## src/rtl/mem_port_arbiter_if.sv

```systemverilog
// Bundle of requester and memory-port signals shared by the memory port arbiter.
// Three requesters share one single-word memory port:
//   - scalar M-stage (s_*)
//   - vector M-stage (v_*)
//   - image loader (l_*)
// Handshake: a pipeline request (s_req/v_req) is held until the first cycle it
// sees stall_mem=0, which completes it and returns any load data in that cycle.
// A loader request (l_req) is held until l_gnt=1. For a loader read, l_rvalid
// pulses one cycle after l_gnt, with l_rdata valid in that cycle.
interface mem_port_arbiter_if #(
    parameter int DW     = 32,
    parameter int AW     = 16,
    parameter int VLANES = 4
);
    logic                 s_req;
    logic                 s_we;
    logic [AW-1:0]        s_addr;
    logic [DW-1:0]        s_wdata;
    logic [DW-1:0]        s_rdata;

    logic                 v_req;
    logic                 v_we;
    logic [AW-1:0]        v_addr;
    logic [VLANES*DW-1:0] v_wdata;
    logic [VLANES*DW-1:0] v_rdata;

    logic                 l_req;
    logic                 l_we;
    logic [AW-1:0]        l_addr;
    logic [DW-1:0]        l_wdata;
    logic                 l_gnt;
    logic                 l_rvalid;
    logic [DW-1:0]        l_rdata;

    logic                 mem_we;
    logic [AW-1:0]        mem_addr;
    logic [DW-1:0]        mem_wdata;
    logic [DW-1:0]        mem_rdata;

    logic                 stall_mem;

    // Arbiter view
    modport slave (
        input  s_req, s_we, s_addr, s_wdata,
        output s_rdata,
        input  v_req, v_we, v_addr, v_wdata,
        output v_rdata,
        input  l_req, l_we, l_addr, l_wdata,
        output l_gnt, l_rvalid, l_rdata,
        output mem_we, mem_addr, mem_wdata,
        input  mem_rdata,
        output stall_mem
    );

    // Requester / memory view
    modport master (
        output s_req, s_we, s_addr, s_wdata,
        input  s_rdata,
        output v_req, v_we, v_addr, v_wdata,
        input  v_rdata,
        output l_req, l_we, l_addr, l_wdata,
        input  l_gnt, l_rvalid, l_rdata,
        input  mem_we, mem_addr, mem_wdata,
        output mem_rdata,
        input  stall_mem
    );
endinterface

```

## src/rtl/mem_port_arbiter.sv

```systemverilog
// Arbiter for one shared single-word memory port.
//   - Priority: scalar M-stage, then vector M-stage, then image loader.
//   - Vector accesses are split into VLANES single-word beats.
//   - Memory read data arrives one cycle after its address.
// Optional feature: define ARB_STARVE_GUARD_EN to add a loader starvation
// guard. It forces a loader grant after STARVE_MAX waiting cycles.
// fsm_state exposes the controller state:
//   0 = IDLE, 1 = SCALAR, 2 = VBURST, 3 = LOAD.
module mem_port_arbiter #(
    parameter int DW         = 32,
    parameter int AW         = 16,
    parameter int VLANES     = 4,
    parameter int STARVE_MAX = 15
) (
    input  logic              clk,
    input  logic              rst_n,
    mem_port_arbiter_if.slave bus,
    output logic [1:0]        fsm_state
);
    localparam int            BW        = $clog2(VLANES);
    localparam logic [BW-1:0] LAST_BEAT = BW'(VLANES - 1);

    typedef enum logic [1:0] {
        IDLE   = 2'd0,
        SCALAR = 2'd1,
        VBURST = 2'd2,
        LOAD   = 2'd3
    } state_t;

    state_t               state_q, state_d;
    logic [BW-1:0]        beat_q, beat_d;
    // tail_q marks the extra cycle after the last vector-load beat,
    // in which the final lane arrives.
    logic                 tail_q, tail_d;
    logic                 v_we_q;
    logic [AW-1:0]        v_addr_q;
    logic [VLANES*DW-1:0] v_wdata_q;
    logic [VLANES*DW-1:0] v_lane_q;
    logic                 s_we_q;
    logic                 l_we_q;
    logic [DW-1:0]        s_rdata_q;
    logic [AW-1:0]        mem_addr_q;
    logic [DW-1:0]        mem_wdata_q;

    logic                 issue_we;
    logic [AW-1:0]        issue_addr;
    logic [DW-1:0]        issue_wdata;
    logic                 stall;
    logic                 gnt;
    logic                 start_s;
    logic                 start_v;
    logic                 start_l;
    logic                 starve_hit;
    logic [BW-1:0]        cap_idx;

`ifdef ARB_STARVE_GUARD_EN
    localparam int SW = $clog2(STARVE_MAX + 2);
    logic [SW-1:0] starve_q;

    assign starve_hit = (starve_q == SW'(STARVE_MAX));

    // Count loader wait cycles, saturating at STARVE_MAX; a grant clears it
    always_ff @(posedge clk or negedge rst_n) begin
        if (!rst_n) begin
            starve_q <= '0;
        end else if (gnt) begin
            starve_q <= '0;
        end else if (bus.l_req && !starve_hit) begin
            starve_q <= starve_q + 1'b1;
        end
    end
`else
    assign starve_hit = 1'b0;
`endif

    // Next state, port drive and stall; reset forces every output to zero
    always_comb begin
        state_d     = state_q;
        beat_d      = beat_q;
        tail_d      = tail_q;
        issue_we    = 1'b0;
        issue_addr  = mem_addr_q;
        issue_wdata = mem_wdata_q;
        stall       = 1'b0;
        gnt         = 1'b0;
        start_s     = 1'b0;
        start_v     = 1'b0;
        start_l     = 1'b0;
        if (rst_n) begin
            unique case (state_q)
                IDLE: begin
                    if (starve_hit && bus.l_req) begin
                        start_l     = 1'b1;
                        gnt         = 1'b1;
                        issue_we    = bus.l_we;
                        issue_addr  = bus.l_addr;
                        issue_wdata = bus.l_wdata;
                        stall       = bus.s_req | bus.v_req;
                        state_d     = LOAD;
                    end else if (bus.s_req) begin
                        start_s     = 1'b1;
                        issue_we    = bus.s_we;
                        issue_addr  = bus.s_addr;
                        issue_wdata = bus.s_wdata;
                        stall       = 1'b1;
                        state_d     = SCALAR;
                    end else if (bus.v_req) begin
                        // Beat 0 is issued straight from the inputs
                        start_v     = 1'b1;
                        issue_we    = bus.v_we;
                        issue_addr  = bus.v_addr;
                        issue_wdata = bus.v_wdata[DW-1:0];
                        stall       = 1'b1;
                        beat_d      = BW'(1);
                        tail_d      = 1'b0;
                        state_d     = VBURST;
                    end else if (bus.l_req) begin
                        start_l     = 1'b1;
                        gnt         = 1'b1;
                        issue_we    = bus.l_we;
                        issue_addr  = bus.l_addr;
                        issue_wdata = bus.l_wdata;
                        state_d     = LOAD;
                    end
                end
                SCALAR: begin
                    state_d = IDLE;
                end
                VBURST: begin
                    if (tail_q) begin
                        tail_d  = 1'b0;
                        state_d = IDLE;
                    end else begin
                        issue_we    = v_we_q;
                        issue_addr  = v_addr_q + AW'(beat_q);
                        issue_wdata = v_wdata_q[int'(beat_q)*DW +: DW];
                        if (beat_q == LAST_BEAT) begin
                            beat_d = '0;
                            stall  = !v_we_q;
                            if (v_we_q) begin
                                state_d = IDLE;
                            end else begin
                                tail_d = 1'b1;
                            end
                        end else begin
                            beat_d = beat_q + 1'b1;
                            stall  = 1'b1;
                        end
                    end
                    stall = stall | bus.s_req;
                end
                LOAD: begin
                    state_d = IDLE;
                    stall   = bus.s_req | bus.v_req;
                end
                default: state_d = IDLE;
            endcase
        end
    end

    // State, beat counter and last-driven port values
    always_ff @(posedge clk or negedge rst_n) begin
        if (!rst_n) begin
            state_q     <= IDLE;
            beat_q      <= '0;
            tail_q      <= 1'b0;
            mem_addr_q  <= '0;
            mem_wdata_q <= '0;
        end else begin
            state_q     <= state_d;
            beat_q      <= beat_d;
            tail_q      <= tail_d;
            mem_addr_q  <= issue_addr;
            mem_wdata_q <= issue_wdata;
        end
    end

    // Lane that the current mem_rdata belongs to during a vector load
    assign cap_idx = tail_q ? LAST_BEAT : (beat_q - 1'b1);

    // Request capture and read-data registers
    always_ff @(posedge clk or negedge rst_n) begin
        if (!rst_n) begin
            v_we_q    <= 1'b0;
            v_addr_q  <= '0;
            v_wdata_q <= '0;
            v_lane_q  <= '0;
            s_we_q    <= 1'b0;
            l_we_q    <= 1'b0;
            s_rdata_q <= '0;
        end else begin
            if (start_s) begin
                s_we_q <= bus.s_we;
            end
            if (start_l) begin
                l_we_q <= bus.l_we;
            end
            if (start_v) begin
                v_we_q    <= bus.v_we;
                v_addr_q  <= bus.v_addr;
                v_wdata_q <= bus.v_wdata;
            end
            if (state_q == SCALAR && !s_we_q) begin
                s_rdata_q <= bus.mem_rdata;
            end
            if (state_q == VBURST && !v_we_q) begin
                v_lane_q[int'(cap_idx)*DW +: DW] <= bus.mem_rdata;
            end
        end
    end

    // Final vector lane is forwarded so v_rdata is whole in the unstalled cycle
    always_comb begin
        bus.v_rdata = v_lane_q;
        if (state_q == VBURST && tail_q) begin
            bus.v_rdata[(VLANES-1)*DW +: DW] = bus.mem_rdata;
        end
    end

    assign bus.s_rdata   = (state_q == SCALAR && !s_we_q) ? bus.mem_rdata : s_rdata_q;
    assign bus.l_rvalid  = (state_q == LOAD) && !l_we_q;
    assign bus.l_rdata   = bus.l_rvalid ? bus.mem_rdata : '0;
    assign bus.l_gnt     = gnt;
    assign bus.mem_we    = issue_we;
    assign bus.mem_addr  = issue_addr;
    assign bus.mem_wdata = issue_wdata;
    assign bus.stall_mem = stall;
    assign fsm_state     = state_q;
endmodule

```

## src/flat_wrapper.sv

```systemverilog
// flat-port wrapper written by rule: the top's interface ports become plain ports
module mem_port_arbiter_flat 
#(
    parameter int DW         = 32,
    parameter int AW         = 16,
    parameter int VLANES     = 4,
    parameter int STARVE_MAX = 15
)
  (clk, rst_n, fsm_state, bus_s_req, bus_s_we, bus_s_addr, bus_s_wdata, bus_s_rdata, bus_v_req, bus_v_we, bus_v_addr, bus_v_wdata, bus_v_rdata, bus_l_req, bus_l_we, bus_l_addr, bus_l_wdata, bus_l_gnt, bus_l_rvalid, bus_l_rdata, bus_mem_we, bus_mem_addr, bus_mem_wdata, bus_mem_rdata, bus_stall_mem);
  mem_port_arbiter_if #(.DW(DW), .AW(AW), .VLANES(VLANES)) bus_i ();
  input  logic clk;
  input  logic rst_n;
  output logic [1:0] fsm_state;
  input wire logic [$bits(bus_i.s_req)-1:0] bus_s_req;
  input wire logic [$bits(bus_i.s_we)-1:0] bus_s_we;
  input wire logic [$bits(bus_i.s_addr)-1:0] bus_s_addr;
  input wire logic [$bits(bus_i.s_wdata)-1:0] bus_s_wdata;
  output wire logic [$bits(bus_i.s_rdata)-1:0] bus_s_rdata;
  input wire logic [$bits(bus_i.v_req)-1:0] bus_v_req;
  input wire logic [$bits(bus_i.v_we)-1:0] bus_v_we;
  input wire logic [$bits(bus_i.v_addr)-1:0] bus_v_addr;
  input wire logic [$bits(bus_i.v_wdata)-1:0] bus_v_wdata;
  output wire logic [$bits(bus_i.v_rdata)-1:0] bus_v_rdata;
  input wire logic [$bits(bus_i.l_req)-1:0] bus_l_req;
  input wire logic [$bits(bus_i.l_we)-1:0] bus_l_we;
  input wire logic [$bits(bus_i.l_addr)-1:0] bus_l_addr;
  input wire logic [$bits(bus_i.l_wdata)-1:0] bus_l_wdata;
  output wire logic [$bits(bus_i.l_gnt)-1:0] bus_l_gnt;
  output wire logic [$bits(bus_i.l_rvalid)-1:0] bus_l_rvalid;
  output wire logic [$bits(bus_i.l_rdata)-1:0] bus_l_rdata;
  output wire logic [$bits(bus_i.mem_we)-1:0] bus_mem_we;
  output wire logic [$bits(bus_i.mem_addr)-1:0] bus_mem_addr;
  output wire logic [$bits(bus_i.mem_wdata)-1:0] bus_mem_wdata;
  input wire logic [$bits(bus_i.mem_rdata)-1:0] bus_mem_rdata;
  output wire logic [$bits(bus_i.stall_mem)-1:0] bus_stall_mem;
  assign bus_i.s_req = bus_s_req;
  assign bus_i.s_we = bus_s_we;
  assign bus_i.s_addr = bus_s_addr;
  assign bus_i.s_wdata = bus_s_wdata;
  assign bus_s_rdata = bus_i.s_rdata;
  assign bus_i.v_req = bus_v_req;
  assign bus_i.v_we = bus_v_we;
  assign bus_i.v_addr = bus_v_addr;
  assign bus_i.v_wdata = bus_v_wdata;
  assign bus_v_rdata = bus_i.v_rdata;
  assign bus_i.l_req = bus_l_req;
  assign bus_i.l_we = bus_l_we;
  assign bus_i.l_addr = bus_l_addr;
  assign bus_i.l_wdata = bus_l_wdata;
  assign bus_l_gnt = bus_i.l_gnt;
  assign bus_l_rvalid = bus_i.l_rvalid;
  assign bus_l_rdata = bus_i.l_rdata;
  assign bus_mem_we = bus_i.mem_we;
  assign bus_mem_addr = bus_i.mem_addr;
  assign bus_mem_wdata = bus_i.mem_wdata;
  assign bus_i.mem_rdata = bus_mem_rdata;
  assign bus_stall_mem = bus_i.stall_mem;
  mem_port_arbiter #(.DW(DW), .AW(AW), .VLANES(VLANES), .STARVE_MAX(STARVE_MAX)) u_core (.clk(clk), .rst_n(rst_n), .bus(bus_i), .fsm_state(fsm_state));
endmodule
```

## config.mk

```make
export PLATFORM = sky130hd
export DESIGN_NAME = mem_port_arbiter_flat
export DESIGN_NICKNAME = d
export VERILOG_FILES = /design/src/rtl/mem_port_arbiter_if.sv /design/src/rtl/mem_port_arbiter.sv /design/src/flat_wrapper.sv
export SDC_FILE = /design/constraint.sdc
export NUM_CORES = 1
export LEC_CHECK = 0
export BUFFER_PORTS_ARGS = -buffer_cell sky130_fd_sc_hd__buf_2
export CAP_MARGIN = 10
export CELL_PAD_IN_SITES_DETAIL_PLACEMENT = 1
export CELL_PAD_IN_SITES_GLOBAL_PLACEMENT = 2
export CORE_ASPECT_RATIO = 1.2
export CORE_MARGIN = 8
export CORE_UTILIZATION = 34
export CTS_CLUSTER_DIAMETER = 40
export DETAILED_ROUTE_END_ITERATION = 10
export HOLD_SLACK_MARGIN = 0.1
export PLACE_DENSITY = 0.88
export SLEW_MARGIN = 25
export SYNTH_ARGS = -nofsm -noshare
export SYNTH_HDL_FRONTEND = slang
export SYNTH_SLANG_ARGS = --single-unit
```

## constraint.sdc

```tcl
create_clock -name clk -period 3.9 [get_ports clk]
set_clock_uncertainty 0.15 [all_clocks]
set_input_delay 0.78 -clock clk [delete_from_list [all_inputs] [get_ports clk]]
set_output_delay 0.78 -clock clk [all_outputs]
set_load 0.005 [all_outputs]
```

==> results by group, run 1 <==
Outcome
  • Status: complete, no violations

Yosys
  • Synth area leaders: dfrtp_1, mux2_2, a22o_1
  • Sequential area share after synthesis: 52.9%
  • Register bit count reported by yosys: 360
  • Mapped Cells: 1273
  • Mux share of post-synthesis cell area: 18.3%
  • Adder-cell area share of the yosys netlist: 1.07%
  • Syn Area/Cell: 13.4 sq um
  • Synthesized cell area: 17000 sq um
  • Simple-gate share of the synthesized area: 7.01%
  • Yosys top cell by area: dfrtp_1
  • Most frequent cell after synthesis: dfrtp_1
  • Synth Area in Compound Gates: 12.8%
  • Syn_nets: 1567
  • Synth warn: 0
  • Number of synthesized flops with an enable pin: 0
  • Top cell type's share of synthesized area: 52.9%
  • Commonest cells post-synth: dfrtp_1, mux2_2, a22o_1
  • Combinational family with the most area after synthesis: multiplexers
  • Netlist cell types: 60
  • Synth Flop Type: dfrtp_1
  • Post-synth ARST share: 100%
  • XOR/XNOR share of the synthesized area: 0.514%

GRT
  • First-pass GRT wire length: 89.4 mm
  • Vias in the first global route: 14386
  • Grt ovf: 0
  • Largest net degree at the start of global routing: 162
  • Initial antenna violation count: 27
  • Total Routing Usage GR: 20.3%

Place
  • Placement Setup Slack: 0.552 ns
  • Input/output buffers: 525
  • Final GP Congestion: 0.815
  • DP HPWL: 43.2 mm
  • Placed cells: 2278

Cells and area
  • Layout cells sized above 1: 53.0%
  • Non-filler instance count after layout: 2401
  • Layout Utilization: 43.3%
  • Final net count: 1988
  • P&R area growth vs syn: 27.0%

Worst setup path
  • CP required: 2.97 ns
  • Critical path peak fanout: 22
  • CP arrival: 2.86 ns
  • Endpoint type of the worst setup path: primary output
  • Critical Path Start Type: flip-flop
  • Critical path class: reg -> out
  • Reg2reg end: u_core.v_lane_q[52]
  • R2r setup slk: 0.87 ns
  • Reg2reg start: u_core.beat_q[0]
  • Reg2reg path depth: 9

Timing
  • Slew headroom: 39.6%
  • Worst-margin pin slew: 0.905 ns
  • RSZ-0062 raised after global routing: yes
  • Slew Limit Fails: 0
  • Worst setup margin: 0.108 ns
  • Final number of hold-violating endpoints: 0
  • Setup TNS: 0 ns
  • Max Freq: 264 MHz
  • Crit path time final: 3.79 ns
  • Fin crit share: 97.2%
  • Final hold slack: 0.252 ns
  • Setup violations, final: 0

Routing
  • Total Wirelength: 59.9 mm
  • First-pass iteration count of the detailed router: 4
  • DR vias: 12761
  • Vias/cell: 5.31
  • DRT iter0 DRCs: 704
  • Detailed-route wire length per cell: 25.0 um
  • Detail Route Antenna Nets: 0
  • Drc violations: 0

Hold path
  • Worst Hold Path Cells: 2
  • Min-delay worst type: in -> reg
  • Min-delay src: bus_v_wdata[94]
  • Hold path endpoint: u_core.v_wdata_q[94]

Floorplanning
  • IO Count: 526
  • Effective utilization at floorplan: 34.1%
  • # rows: 90
  • DIE AREA: 57500 sq um
  • Die Y: 261 um
  • Core Area: 49900 sq um
  • Horiz. Die Dim: 220 um

CTS
  • Worst skew pair latency: 0.61 ns
  • Clock Path Buffers: 3
  • CTS Buf Count: 56
  • TritonCTS clock tree: yes
  • H-tree depth: 2
  • CTS root buf: clkbuf_16
  • Clk sink count: 360
  • # Post-CTS Setup Buffers: 0
  • Worst-path clk slew: 0.06 ns

Flow run
  • Max Cap Viol: 0

Power
  • Largest vdd supply drop: 0.000622 V
  • Pwr Density: 798 nW/um^2
  • Leak: 10.5 nW
==> worst max-delay path, cell delays in order (launching register included) <==
cell      delay (ns)
dfrtp_1         0.43
inv_1           0.15
ha_2            0.32
or4b_1          0.52
nand3b_2        0.13
buf_4           0.31
a221o_1         0.25
buf_2           0.13
==> layout make-up <==
class | instances | area, sq um
Clock inverter | 40 | 449
Antenna cell | 17 | 42.5
Sequential cell | 360 | 9010
Inverter | 8 | 30.0
Timing Repair Buffer | 557 | 2980
Tap cell | 644 | 806
Multi-Input combinational cell | 711 | 6820
Clock buffer | 64 | 1480
Fill cell | 5355 | 28300
==> routing by layer <==
layer  vias up  GRT usage [%]  part of all wire [%]
met5         -              0                  0.16
met4        16           9.88                   4.3
met3       159           6.87                   8.6
met2       518           34.6                    50
met1      6501           22.5                    36
li1       5567              -                     -
==> logic make-up after synthesis <==
group,Yosys count
simple gates,194
fa+ha+maj,14
xor+xnor,10
mux,245
flops,360
buf+inv,202
compound gates,248
==> how the worst max path moves through the flow <==
stage / start / end / cells after the start
after detailed placement: bus_s_req / bus_mem_addr[4] / 7
after global placement: bus_s_req / bus_mem_wdata[29] / 6
after floorplan: u_core.beat_q[1] / bus_mem_addr[14] / 8
after CTS: u_core.fsm_state[1] / bus_mem_addr[4] / 8
final: u_core.fsm_state[1] / bus_mem_wdata[16] / 7
after global routing: u_core.fsm_state[0] / bus_mem_addr[4] / 8
==> layout by cell type (no fill, tap or decap), drive strengths merged, types with 4 or more instances in the layout <==
cell / count
ha: 13
nand3: 9
inv: 26
a22o: 128
nand4: 4
xnor2: 7
a32oi: 9
a221o: 49
nor2b: 46
nand2b: 15
and2: 34
clkinv: 14
mux4: 32
diode: 17
a221oi: 38
clkbuf: 64
buf: 556
clkinvlp: 4
bufinv: 4
nand2: 21
nor3: 41
dfrtp: 360
or4: 4
o21ai: 11
mux2: 212
==> what timing repair did <==
action                                  4_1_cts  5_1_grt
endpoints found under the hold margin         9        0
hold buffers                                  1        0
endpoints found under the setup margin       23       48
gates resized for setup                       3        6
==> through the flow <==
step | cell area (sq um) | total power (W)
after global placement | 19600 | 0.0119
after CTS | 21500 | 0.0175
final | 21600 | 0.0173
after floorplan | 17000 | 0.00994
after detailed placement | 19600 | 0.0122
after global routing | 21600 | 0.0182
==> power by group <==
part	internal (W)	switching (W)	total (W)
clock network	0.00308	0.00202	0.00509
registers	0.00535	0.000872	0.00622
logic	0.00311	0.00283	0.00593
total	0.0115	0.00572	0.0173
==> sequential cells by signal, indices dropped and copies added (netlist names) <==
register            count
u_core.beat_q           2
u_core.fsm_state        2
u_core.l_we_q           1
u_core.mem_addr_q      16
u_core.mem_wdata_q     32
u_core.s_rdata_q       32
u_core.s_we_q           1
u_core.tail_q           1
u_core.v_addr_q        16
u_core.v_lane_q       128
u_core.v_wdata_q      128
u_core.v_we_q           1
No activity file was read; power rests on OpenSTA's default activity.
==> run 2, diff against run 1 <==
--- a/config.mk
+++ b/config.mk
@@ -16,6 +16,7 @@
 export DETAILED_ROUTE_END_ITERATION = 10
 export HOLD_SLACK_MARGIN = 0.1
 export PLACE_DENSITY = 0.88
+export REMOVE_ABC_BUFFERS = 1
 export SLEW_MARGIN = 25
 export SYNTH_ARGS = -nofsm -noshare
 export SYNTH_HDL_FRONTEND = slang
==> results by group, run 2 (same netlist as run 1, synthesis figures left out) <==
GRT
  • Total Routing Usage GR: 20.1%
  • Grt peak-use layer: met2
  • Vias in the first global route: 14338
  • Grt met3 use: 6.93%
  • Initial antenna violation count: 24
  • M2 GR Usage: 32.8%
  • Met1 Use GR: 24.5%
  • First-pass GRT wire length: 89.7 mm
  • Largest net degree at the start of global routing: 166
  • Grt ovf: 0

CTS
  • CTS root buf: clkbuf_16
  • Clk sink count: 360
  • TritonCTS clock tree: yes
  • CTS Buf Count: 51
  • # Post-CTS Setup Buffers: 0
  • Worst-path clk slew: 0.06 ns
  • Clock Path Buffers: 3
  • Worst skew pair latency: 0.57 ns
  • H-tree depth: 2

Floorplanning
  • Die Y: 261 um
  • DIE AREA: 57500 sq um
  • # rows: 90
  • IO Count: 526
  • Effective utilization at floorplan: 34.1%
  • Core Area: 49900 sq um
  • Horiz. Die Dim: 220 um

Timing
  • Worst-margin pin slew: 0.994 ns
  • Final hold slack: 0.187 ns
  • Setup violations, final: 0
  • Fin crit share: 97.3%
  • RSZ-0062 raised after global routing: no
  • Slew headroom: 33.7%
  • Final number of hold-violating endpoints: 0
  • Crit path time final: 3.79 ns
  • Slew Limit Fails: 0
  • Max Freq: 264 MHz

Flow run
  • Max Cap Viol: 0

Cells and area
  • Layout Utilization: 43.0%
  • Non-filler instance count after layout: 2378
  • Commonest non-fill, non-tap cell in the layout: buf_2
  • Commonest non-fill, non-tap cells in the layout: buf_2, dfrtp_1, mux2_2
  • Layout cells sized above 1: 52.4%
  • Top flop regs: u_core.v_lane_q (128), u_core.v_wdata_q (128)
  • Design Area, Final: 21400 sq um
  • P&R area growth vs syn: 25.9%
  • Final net count: 1981
  • # fillers: 5380

Place
  • DP HPWL: 42.2 mm
  • Placed cells: 2276
  • Final GP Congestion: 0.807
  • Input/output buffers: 525
  • Post-place instance area: 19600 sq um

Power
  • Pwr Density: 785 nW/um^2
  • Largest vdd supply drop: 0.000377 V
  • Leak: 10.4 nW
  • Overall Power: 0.0168 W

Routing
  • First-pass iteration count of the detailed router: 5
  • Detail Route Antenna Nets: 0
  • DR vias: 12900
  • DRT iter0 DRCs: 801
  • Drc violations: 0
  • Vias/cell: 5.42
  • Total Wirelength: 59.2 mm
  • Detailed-route wire length per cell: 24.9 um

Hold path
  • Min-delay worst type: in -> async

Outcome
  • Status: complete, no violations

Worst setup path
  • Critical Path Start Type: flip-flop
  • Endpoint type of the worst setup path: primary output
  • CP required: 2.97 ns
  • Critical path peak fanout: 5
  • CP arrival: 2.86 ns
  • Critical path class: reg -> out
## run 2: cell types whose count changed in the layout (fill, tap and decap cells not counted), moves of 3 or more
cell	previous run	this run
diode_2	17	6
clkbuf_16	56	53
clkinv_4	3	6
buf_12	6	11
buf_4	23	18
clkbuf_8	5	9
inv_8	6	3
clkinv_2	8	3
## run 2: layer usage
layer / wire length (um) / vias to the layer above
met5: 222 / -
met4: 1860 / 36
met3: 5900 / 146
met2: 28000 / 595
met1: 23200 / 6580
li1: - / 5543
## run 2: layout make-up
cell class              count  area [sq um]  share of cell area (%)
multi-input cells         711          6800                    31.7
well taps                 644           806                    3.76
clock buffers              66          1470                    6.83
flip-flops and latches    360          9010                    42.0
repair buffers            555          3020                    14.1
inverters                   8          30.0                   0.140
diodes                      6          15.0                  0.0700
clock inverters            28           287                    1.34
## run 2: worst paths after layout
check                      cells past startpoint                 from  slack [ns]              endpoint
max                                            8     u_core.beat_q[0]        0.11      bus_mem_addr[14]
min                                            2                rst_n        0.19    u_core.v_addr_q[8]
max reg2reg                                    9     u_core.beat_q[0]        0.71   u_core.v_lane_q[47]
min reg2reg                                    1  u_core.s_rdata_q[1]        0.34   u_core.s_rdata_q[1]
max in group asynchronous                      4                rst_n        1.98   u_core.v_lane_q[99]
min in group clk                               2      bus_v_wdata[59]        0.29  u_core.v_wdata_q[59]
## run 2: power by group
part           internal, W  total (W)  switching (W)  leakage [nW]
Clock              0.00284    0.00466        0.00183         0.854
Combinational      0.00312    0.00592        0.00280          5.02
Sequential         0.00535    0.00624       0.000887          4.53
## run 2: critical path, cell delays in order (launching register included)
cell and delay, ns:
dfrtp_2 0.36, ha_1 0.17, inv_1 0.06, fa_2 0.36, nand2b_2 0.23, or3_1 0.42
or4_1 0.41, nand3_1 0.15, buf_2 0.14
## run 2: what timing repair did
item	in CTS	in global routing
hold endpoints to repair	21	0
hold buffers	1	0
resized for setup	0	1
endpoints found under the setup margin	0	1
## run 2: metrics by stage
| step | setup WS (ns) | TNS [ns] |
|---|---|---|
| after floorplan | -0.445 | -26.54 |
| after global placement | 0.595 | 0 |
| after detailed placement | 0.600 | 0 |
| after CTS | 0.00373 | 0 |
| after global routing | 0.000147 | 0 |
| final | 0.107 | 0 |
==> run 3, diff against run 2 <==
--- a/config.mk
+++ b/config.mk
@@ -15,7 +15,9 @@
 export CTS_CLUSTER_DIAMETER = 40
 export DETAILED_ROUTE_END_ITERATION = 10
 export HOLD_SLACK_MARGIN = 0.1
+export MAX_ROUTING_LAYER = met4
 export PLACE_DENSITY = 0.88
+export RECOVER_POWER = 25
 export REMOVE_ABC_BUFFERS = 1
 export SLEW_MARGIN = 25
 export SYNTH_ARGS = -nofsm -noshare
==> results by group, run 3 (same netlist as run 1, synthesis figures left out) <==
Timing
  • Final number of hold-violating endpoints: 0
  • Setup TNS: 0 ns
  • Crit path time final: 3.79 ns
  • Slew Limit Fails: 134
  • Final hold slack: 0.284 ns
  • Worst-margin pin slew: 1.85 ns
  • Fin crit share: 97.3%
  • Slew headroom: -23.3%
  • Max Freq: 264 MHz
  • Setup violations, final: 0

Worst setup path
  • Critical Path Start Type: flip-flop
  • Endpoint type of the worst setup path: primary output
  • Critical path peak fanout: 5
  • CP arrival: 2.86 ns
  • Critical path class: reg -> out
  • CP required: 2.97 ns

Power
  • Leak: 10.4 nW
  • Largest vdd supply drop: 0.000373 V
  • Pwr Density: 785 nW/um^2
  • Overall Power: 0.0168 W

Outcome
  • Failing checks: capacitance limit, slew limit
  • Status: complete, but fails checks

Cells and area
  • # fillers: 5395
  • Non-filler instance count after layout: 2398
  • Register area: 9010 sq um
  • Layout cells sized above 1: 52.3%
  • Final net count: 1981
  • Commonest non-fill, non-tap cell in the layout: buf_2
  • Footprint of the multi-input gates: 6800 sq um
  • Top flop regs: u_core.v_lane_q (128), u_core.v_wdata_q (128)
  • Commonest non-fill, non-tap cells in the layout: buf_2, dfrtp_1, mux2_2
  • P&R area growth vs syn: 26.0%

Floorplanning
  • Effective utilization at floorplan: 34.1%
  • # rows: 90
  • DIE AREA: 57500 sq um
  • Horiz. Die Dim: 220 um
  • IO Count: 526
  • Core Area: 49900 sq um
  • Die Y: 261 um

Routing
  • First-pass iteration count of the detailed router: 7
  • Drc violations: 0
  • Detail Route Antenna Nets: 0
  • Vias/cell: 5.37
  • DRT iter0 DRCs: 880
  • Detailed-route wire length per cell: 24.7 um
  • Total Wirelength: 59.2 mm
  • DR vias: 12872

CTS
  • Worst-path clk slew: 0.06 ns
  • CTS root buf: clkbuf_16
  • CTS Buf Count: 51
  • Clock Path Buffers: 3
  • Worst skew pair latency: 0.57 ns
  • H-tree depth: 2
  • TritonCTS clock tree: yes
  • Clk sink count: 360
  • # Post-CTS Setup Buffers: 0

Place
  • Placed cells: 2276
  • Input/output buffers: 525
  • Final GP Congestion: 0.819
  • DP HPWL: 42.2 mm

GRT
  • Initial antenna violation count: 25
  • Grt ovf: 0
  • Largest net degree at the start of global routing: 166
  • Vias in the first global route: 14386
  • First-pass GRT wire length: 89.6 mm
  • Total Routing Usage GR: 20.7%

Flow run
  • Max Cap Viol: 1

Hold path
  • Min-delay worst type: in -> reg
[run 3: worst max-delay path, stage by stage (launching register included)]
cell	delay [ns]
dfrtp_2	0.36
ha_1	0.17
inv_1	0.06
fa_2	0.36
nand2b_2	0.23
or3_1	0.42
or4_1	0.41
nand3_1	0.15
buf_2	0.14
[run 3: final cells by class]
class | instances | area share [%]
flip-flops and latches | 360 | 42.0
multi-input cells | 711 | 31.7
clock inverters | 28 | 1.34
well taps | 644 | 3.76
inverters | 8 | 0.140
diodes | 26 | 0.303
repair buffers | 555 | 13.9
clock buffers | 66 | 6.83
[run 3: through the flow]
| step | setup WS, ns | utilization [%] | area, sq um |
|---|---|---|---|
| finish | 0.106 | 43.0 | 21400 |
| global route | -0.000223 | 43.0 | 21400 |
| CTS | 0.00373 | 42.9 | 21400 |
| detailed placement | 0.600 | 39.4 | 19600 |
| global placement | 0.595 | 39.4 | 19600 |
| floorplan | -0.445 | - | 15800 |
[run 3: per-layer routing]
| layer | vias to the layer above | global-route usage (%) | share of wire (%) |
|---|---|---|---|
| li1 | 5574 | - | - |
| met1 | 6590 | 24.9 | 40 |
| met2 | 606 | 32.8 | 48 |
| met3 | 102 | 6.34 | 9.6 |
| met4 | 0 | 6.93 | 2.8 |
| met5 | - | - | 0 |
[run 3: repair_timing]
action                                 in CTS  in global routing
endpoints found under the hold margin      21                  0
hold buffers                                1                  0
resized for setup                           0                  1
setup endpoints to repair                   0                  1
[run 3: path summary, 6_finish.rpt]
| kind | slack [ns] | to | from | cells after the start |
|---|---|---|---|---|
| worst max-delay path | 0.11 | bus_mem_addr[14] | u_core.beat_q[0] | 8 |
| worst min-delay path | 0.28 | u_core.v_wdata_q[106] | bus_v_wdata[106] | 2 |
| worst max register to register | 0.75 | u_core.v_lane_q[47] | u_core.beat_q[0] | 9 |
| worst min register to register | 0.34 | u_core.s_rdata_q[1] | u_core.s_rdata_q[1] | 1 |
| max in group asynchronous | 0.61 | u_core.v_lane_q[5] | rst_n | 3 |
| min in group asynchronous | 0.64 | u_core.v_wdata_q[101] | rst_n | 2 |
[run 3: power breakdown]
| group | internal (W) | switching (W) |
|---|---|---|
| sequential | 0.00535 | 0.000889 |
| combinational | 0.00312 | 0.00280 |
| clock | 0.00284 | 0.00184 |
